`config.mk`:
```
export PLATFORM = sky130hd
export DESIGN_NAME = param_adder_acc
export DESIGN_NICKNAME = d
export VERILOG_FILES = /design/src/rtl/param_adder_acc.sv
export SDC_FILE = /design/constraint.sdc
export NUM_CORES = 1
export LEC_CHECK = 0
export BUFFER_PORTS_ARGS = -buffer_cell sky130_fd_sc_hd__buf_2
export CORE_MARGIN = 10
export CORE_UTILIZATION = 54
export DETAILED_ROUTE_END_ITERATION = 12
export PLACE_DENSITY = 0.79
export SLEW_MARGIN = 20
export SYNTH_ARGS = -nofsm -noshare
export SYNTH_HDL_FRONTEND = slang
export SYNTH_SLANG_ARGS = --single-unit
export TNS_END_PERCENT = 20
```
`constraint.sdc`:
```
create_clock -name tb_clk -period 2.5 [get_ports tb_clk]
set_input_delay 0 -clock tb_clk [delete_from_list [all_inputs] [get_ports tb_clk]]
set_output_delay 0 -clock tb_clk [all_outputs]
set_load 0.01 [all_outputs]
```
`src/rtl/param_adder_acc.sv`:
```
// param_adder_acc: pipelined ADD/ACC/SAT/SUB adder-accumulator with valid/ready on both sides.
// Latency: LATENCY cycles from accept to result (stage 1 computes, LATENCY-1 delay stages).
// Backpressure: a held result with out_ready low freezes every stage and acc, and drops in_ready.
module param_adder_acc #(
  parameter int WIDTH   = 4,
  parameter int LATENCY = 1
) (
  input  logic             tb_clk,
  input  logic             tb_rst,
  input  logic             enable,
  output logic             in_ready,
  input  logic [1:0]       mode,
  input  logic             clr,
  input  logic [WIDTH-1:0] a,
  input  logic [WIDTH-1:0] b,
  output logic [WIDTH:0]   sum,
  output logic             ovf,
  output logic             sum_valid,
  input  logic             out_ready
);

  localparam int RW = WIDTH + 1;
  localparam logic [RW-1:0] SAT_MAX = {1'b0, {WIDTH{1'b1}}};

  typedef enum logic [1:0] {
    MODE_ADD = 2'b00,
    MODE_ACC = 2'b01,
    MODE_SAT = 2'b10,
    MODE_SUB = 2'b11
  } mode_t;

  // One pipeline slot: result, its flag and whether it carries an item.
  typedef struct packed {
    logic          vld;
    logic          ovf;
    logic [RW-1:0] sum;
  } stage_t;

  // pipe[0] is the compute stage, pipe[LATENCY-1] drives the outputs.
  stage_t [LATENCY-1:0] pipe;
  stage_t               s1_nxt;

  mode_t         mode_sel;
  logic          stall;
  logic          accept;
  logic          clr_pend;
  logic          clr_eff;
  logic [RW-1:0] acc;
  logic [RW-1:0] acc_base;
  logic [RW-1:0] acc_nxt;
  logic [RW:0]   acc_res;
  logic [RW-1:0] a_ext;
  logic [RW-1:0] b_ext;
  logic [RW-1:0] add_res;
  logic [RW-1:0] sub_res;

  // The whole pipe freezes only when the output holds an unconsumed result.
  assign stall     = pipe[LATENCY-1].vld && !out_ready;
  assign in_ready  = !stall;
  assign accept    = enable && in_ready;
  assign mode_sel  = mode_t'(mode);

  // A clear seen while stalled is remembered and applied on the first moving edge.
  assign clr_eff   = clr || clr_pend;

  assign sum       = pipe[LATENCY-1].sum;
  assign ovf       = pipe[LATENCY-1].ovf;
  assign sum_valid = pipe[LATENCY-1].vld;

  // Shared arithmetic at full WIDTH+1 width; clear is applied before the ACC add.
  always_comb begin
    a_ext    = {1'b0, a};
    b_ext    = {1'b0, b};
    add_res  = a_ext + b_ext;
    sub_res  = a_ext - b_ext;
    acc_base = clr_eff ? '0 : acc;
    acc_res  = {1'b0, acc_base} + {1'b0, a_ext};
  end

  // Stage-1 result select by mode.
  always_comb begin
    s1_nxt     = '0;
    s1_nxt.vld = accept;
    case (mode_sel)
      MODE_ADD: begin
        s1_nxt.sum = add_res;
        s1_nxt.ovf = 1'b0;
      end
      MODE_ACC: begin
        s1_nxt.sum = acc_res[RW-1:0];
        s1_nxt.ovf = acc_res[RW];
      end
      MODE_SAT: begin
        if (add_res[WIDTH]) begin
          s1_nxt.sum = SAT_MAX;
          s1_nxt.ovf = 1'b1;
        end else begin
          s1_nxt.sum = add_res;
          s1_nxt.ovf = 1'b0;
        end
      end
      default: begin
        s1_nxt.sum = sub_res;
        s1_nxt.ovf = (a < b);
      end
    endcase
  end

  // Accumulator moves only on an accepted ACC item; a pending clear still zeroes it otherwise.
  always_comb begin
    acc_nxt = acc_base;
    if (accept && (mode_sel == MODE_ACC)) begin
      acc_nxt = acc_res[RW-1:0];
    end
  end

  // Accumulator and deferred-clear state; both hold while stalled except for latching clr.
  always_ff @(posedge tb_clk or posedge tb_rst) begin
    if (tb_rst) begin
      acc      <= '0;
      clr_pend <= 1'b0;
    end else if (stall) begin
      if (clr) begin
        clr_pend <= 1'b1;
      end
    end else begin
      acc      <= acc_nxt;
      clr_pend <= 1'b0;
    end
  end

  // Pipeline shift: valids always advance when unstalled, data loads only behind a valid item.
  always_ff @(posedge tb_clk or posedge tb_rst) begin
    if (tb_rst) begin
      pipe <= '0;
    end else if (!stall) begin
      pipe[0].vld <= s1_nxt.vld;
      if (s1_nxt.vld) begin
        pipe[0].sum <= s1_nxt.sum;
        pipe[0].ovf <= s1_nxt.ovf;
      end
      for (int i = 1; i < LATENCY; i++) begin
        pipe[i].vld <= pipe[i-1].vld;
        if (pipe[i-1].vld) begin
          pipe[i].sum <= pipe[i-1].sum;
          pipe[i].ovf <= pipe[i-1].ovf;
        end
      end
    end
  end

endmodule

```
======== Word-level counts from Yosys, hierarchy flattened ========
Cells that the tools add are included.
word-level totals
  output and inout bits ................... 8
  word-level logic and storage cells ...... 27
  flip-flop bits (word level) ............. 13
  bits of input ports ..................... 15
cells by class
  equal/unequal tests ..................... 3
  mux-type cells .......................... 6
  reduce and logical (&&, ||, !) cells .... 8
  add/subtract/negate cells ............... 3
  bitwise logic cells ..................... 1
  magnitude comparators ................... 1
operators with widths
  kind                count
  $pmux 6 s3          1
  $mux 5              2
  $add 5x4->6         1
  $mux 6              1
  $add 4x4->5         1
  $sub 4x4->5         1
  $lt 4x4->1          1
  $logic_and 1x1->1   3
  $eq 2x1->1 const B  1
  $eq 2x2->1 const B  1
  $logic_not 1->1     2
  $logic_not 2->1     1
  $mux 1              2
  $ne 2x2->1 const B  1
  $reduce_and 2->1    1
  $logic_or 1x1->1    1
  $not 1->1           1

======== Longest topological paths before layout ========
  depth after elaboration ................. 6
  mapped depth ............................ 10
  mapped depth without buffers ............ 10

======== Worst setup path before layout ========
No wires, ideal clock.
  path kind ............................... reg2reg
  start ................................... reg clr_pend
  end ..................................... reg acc[4]
  data required time ...................... 2.380 ns
  setup time .............................. 0.120 ns
  arrival time ............................ 1.835 ns
  setup slack ............................. 0.546 ns
  stages on the path, launching flop included .. 11
  path buffers ............................ 0
  period minus slack after synthesis ...... 1.954 ns
  path through ............................ dfrtp_1 -> nor2_2 -> and2_1 -> ha_1 -> inv_1 -> fa_1 -> nor2b_1 -> o21ai_1 -> nand2_1 -> a21oi_1 -> a31o_1
between the ends
  word-level cells in the longest chain between the ends .. 4
RTL lines
  element                   line  source
  start: declaration        46    logic clr_pend;
  start signal: assignment  121   clr_pend <= 1'b0;
  start signal: assignment  124   clr_pend <= 1'b1;
  start signal: assignment  128   clr_pend <= 1'b0;
  $logic_or 1x1->1 *        64    assign clr_eff = clr || clr_pend;
  $mux 5 *                  76    acc_base = clr_eff ? '0 : acc;
  $add 5x4->6               77    acc_res = {1'b0, acc_base} + {1'b0, a_ext};
  $mux 5 *                  112   if (accept && (mode_sel == MODE_ACC)) begin
  end signal: assignment    127   acc <= acc_nxt;
  end: declaration          48    logic [RW-1:0] acc;
Every way passes the cells marked *; elsewhere a longest branch is shown, timed or not.
A chain may end at the register's enable or synchronous reset.

======== Worst setup path after layout ========
Same ends and word-level chain as after synthesis.

==> metrics.md <==
| Metric | Value |
|---|---|
| R2R cell count | `10` |
| Min-delay src | `clr` |
| Slowest stage cell, crit path | `fa_1` |
| Final Util | `0.657` |
| Met3 wire length | `202 um` |
| H-Tree Depth | `1` |
| CP Max Fanout | `10` |
| Crit. End Element | `flip-flop` |
| DIE HEIGHT | `65.9 um` |
| Routed vias | `992` |
| DR top layer | `met4` |
| Max-slew violation count | `0` |
| Worst-margin pin slew | `0.511 ns` |
| Die Width | `65.9 um` |
| Clk Tree Root Cell | `clkbuf_4` |
| Simple-gate portion of the synthesized area | `0.216` |
| Post-Route WL | `2710 um` |
| Post-synth EDFFs | `0` |
| Hold_buf cts | `2` |
| Clk sinks | `13` |
| CTS buffer count | `3` |
| Synthesized instance count | `131` |
| Mean number of vias per cell | `5.45` |
| Synth Area in Adders | `0.185` |
| Met2 WL | `1370 um` |
| FFs w/ async S/R, synth | `1.00` |
| Final hold violation count | `0` |
| Die area | `0.00434 mm2` |
| R2R setup slack | `0.30 ns` |
| First-pass GRT wire length | `4420 um` |
| Worst setup SP type | `flip-flop` |
| Cell row count | `16` |
| Distinct cells, synth | `40` |
| Initial detailed-routing violation count | `24` |
| Gpl congestion | `0.910` |
| WL met1 | `1120 um` |
| HPWL after detailed placement | `2240 um` |
| Mux cell area share after synthesis | `0.00880` |
| Max transition margin | `0.659` |
| CTS tree | `yes` |
| PortBufs | `22` |
| RR Endpoint | `acc[4]$_DFFE_PP0N_` |
| Post-synthesis register bit count | `13` |
| Area Overhead vs Synth | `14.4%` |
| Ys Warns | `0` |
| Share of the clock period used by the worst path | `0.881` |
| Clock skew | `0.00479 ns` |
| GR Util All Layers | `0.128` |
| Delay of the slowest critical-path stage | `0.40 ns` |
| Worst Setup Path Type | `flip-flop to flip-flop` |
| Max rail drop VDD | `0.361 mV` |
| Leak Pwr | `0.655 nW` |
| Final setup fails | `0` |
| Clk buf depth | `2` |
| Setup total negative slack | `0 ns` |
| Pin count of the biggest net entering global routing | `14` |
| RSZ-0062 raised after global routing | `no` |
| Core region area | `0.00198 mm2` |
| Crit-path cells | `nor2_2 > and2_1 > ha_1 > inv_1 > fa_1 > nor2b_1 > o21ai_1 > nand2_1 > a21oi_1 > a31o_1` |
| Register area share after synthesis | `0.286` |
| # DRC | `0` |
| CTS clock-pin slew for the worst setup and hold paths | `0.08 ns` |
| Launch point of the worst reg-to-reg path | `clr_pend$_DFFE_PP0P_` |
| Syn nets | `161` |
| Drt wl/cell | `14.9 um` |
| Post-Syn Area | `0.00114 mm2` |
| Vias in the first global route | `976` |
| I/O Pins | `23` |
| Cts repair resizes | `0` |
| Worst path arrival time | `2.37 ns` |
| Starting Density | `0.574` |
| Critical Path RT | `2.67 ns` |
| Main flop type after synthesis | `dfrtp_1` |
| WHS Path Cells | `3` |
| Latest clock arrival within the worst-skew pair | `0.28 ns` |
| Nets | `186` |
| Dominant combinational cell family by area after synthesis | `simple AND/OR/NAND/NOR gates` |
| Syn_area_per_cell | `8.68 um2` |
| First-pass detailed-route iteration total | `4` |
| Grt total ovfl | `0` |
| Post CTS Setup Buffer Count | `0` |
| Share of cells above drive strength 1 | `0.226` |
| Status | `finished clean` |
| Antenna cells | `0` |
| Fmax achieved | `454 MHz` |
| Hold path endpoint | `clr_pend$_DFFE_PP0P_` |
| Area fraction in compound gates after synthesis | `0.189` |
| Antenna violations before repair | `0` |
| Number of max-cap violations | `0` |
| Synth Area in XOR/XNOR | `0.0462` |
| PD cells | `449 mW/mm2` |
| Total power | `0.584 mW` |
| Post-route ant nets | `0` |
| Tmin final | `2.20 ns` |
| Crit. Startpoint | `clr_pend$_DFFE_PP0P_` |
| HP Class | `input port to flip-flop` |
[per-stage QoR]
stage	instance area (um2)	std cells	hold WS [ns]	worst slack [ns]
CTS	1300	182	0.0190	0.318
global route	1300	182	0.0480	0.125
global placement	1250	176	0.0401	0.415
detailed placement	1250	176	0.0566	0.330
floorplan	1140	131	-0.123	0.546
finish	1300	182	0.0109	0.298
[synthesized netlist by cell type, types with 2 or more instances]
| library cell | number | share of area |
|---|---|---|
| nand3b_1 | 3 | 0.020 |
| o21ai_1 | 3 | 0.013 |
| o211ai_1 | 2 | 0.013 |
| o21ai_0 | 4 | 0.018 |
| fa_1 | 3 | 0.053 |
| buf_2 | 3 | 0.013 |
| inv_1 | 12 | 0.040 |
| ha_1 | 12 | 0.13 |
| o22ai_1 | 3 | 0.017 |
| nor2_2 | 3 | 0.017 |
| and2_1 | 4 | 0.022 |
| nand2_1 | 18 | 0.059 |
| dfrtp_1 | 13 | 0.29 |
| o31ai_1 | 2 | 0.013 |
| a21oi_1 | 7 | 0.031 |
| nor2_1 | 6 | 0.020 |
| nor2b_1 | 3 | 0.017 |
| inv_2 | 2 | 0.0066 |
| xnor2_1 | 3 | 0.023 |
| xor2_1 | 3 | 0.023 |
| a31oi_1 | 3 | 0.017 |
[power by group]
group,internal [mW],switching [mW]
combinational,0.0884,0.117
sequential,0.234,0.0118
clock,0.0619,0.0705
[critical path, delay by kind of cell, from the launching register on]
kind | cells | cell delay, ns
flip-flops | 1 | 0.37
AND/OR/NAND/NOR | 4 | 0.73
buffers and inverters | 1 | 0.06
AO/OA/AOI/OAI | 3 | 0.37
adder cells (fa/ha/maj) | 2 | 0.56
[logic make-up (layout without fill, tap and decap cells)]
group / Yosys count / in the layout
AOI/OAI and AO/OA: 32 / 32
xor gates and xnor gates: 6 / 6
buffers and inverters: 18 / 42
and+or+nand+nor: 46 / 46
muxes: 1 / 1
DFF: 13 / 13
adders and majority gates: 15 / 15
[registers in the layout, indices dropped and copies added (netlist names)]
name and cells:
acc 5, sum 5, clr_pend 1, ovf 1, sum_valid 1
[cells in the final DEF (no fill, tap or decap), types with 4 or more instances in the layout]
master	netlist	final
nor2_1	6	6
buf_2	3	22
dfrtp_1	13	13
o21ai_0	4	4
ha_1	12	12
nand2_1	18	18
inv_1	12	12
and2_1	4	4
a21oi_1	7	7
[per-layer routing]
metal	vias to the layer above	GRT usage
li1	493	-
met1	471	0.147
met2	24	0.221
met3	4	0.0492
met4	0	0.0241
met5	-	0
[how the worst max path moves through the flow]
stage / to / slack, ns
3_3_place_gp: sum[4]$_DFFE_PP0P_ / 0.42
5_1_grt: acc[4]$_DFFE_PP0N_ / 0.13
4_1_cts: acc[4]$_DFFE_PP0N_ / 0.32
6_report: acc[4]$_DFFE_PP0N_ / 0.30
2_1_floorplan: acc[4]$_DFFE_PP0N_ / 0.55
3_5_place_dp: acc[4]$_DFFE_PP0N_ / 0.33
[area by class of cell]
class | instances | area (um2)
clock buffer | 4 | 26.3
timing repair buffer | 24 | 130
tap | 27 | 33.8
multi-input combinational | 100 | 733
fill | 165 | 681
sequential | 13 | 325
inverter | 14 | 52.6
(Power assumes the default switching activity.)
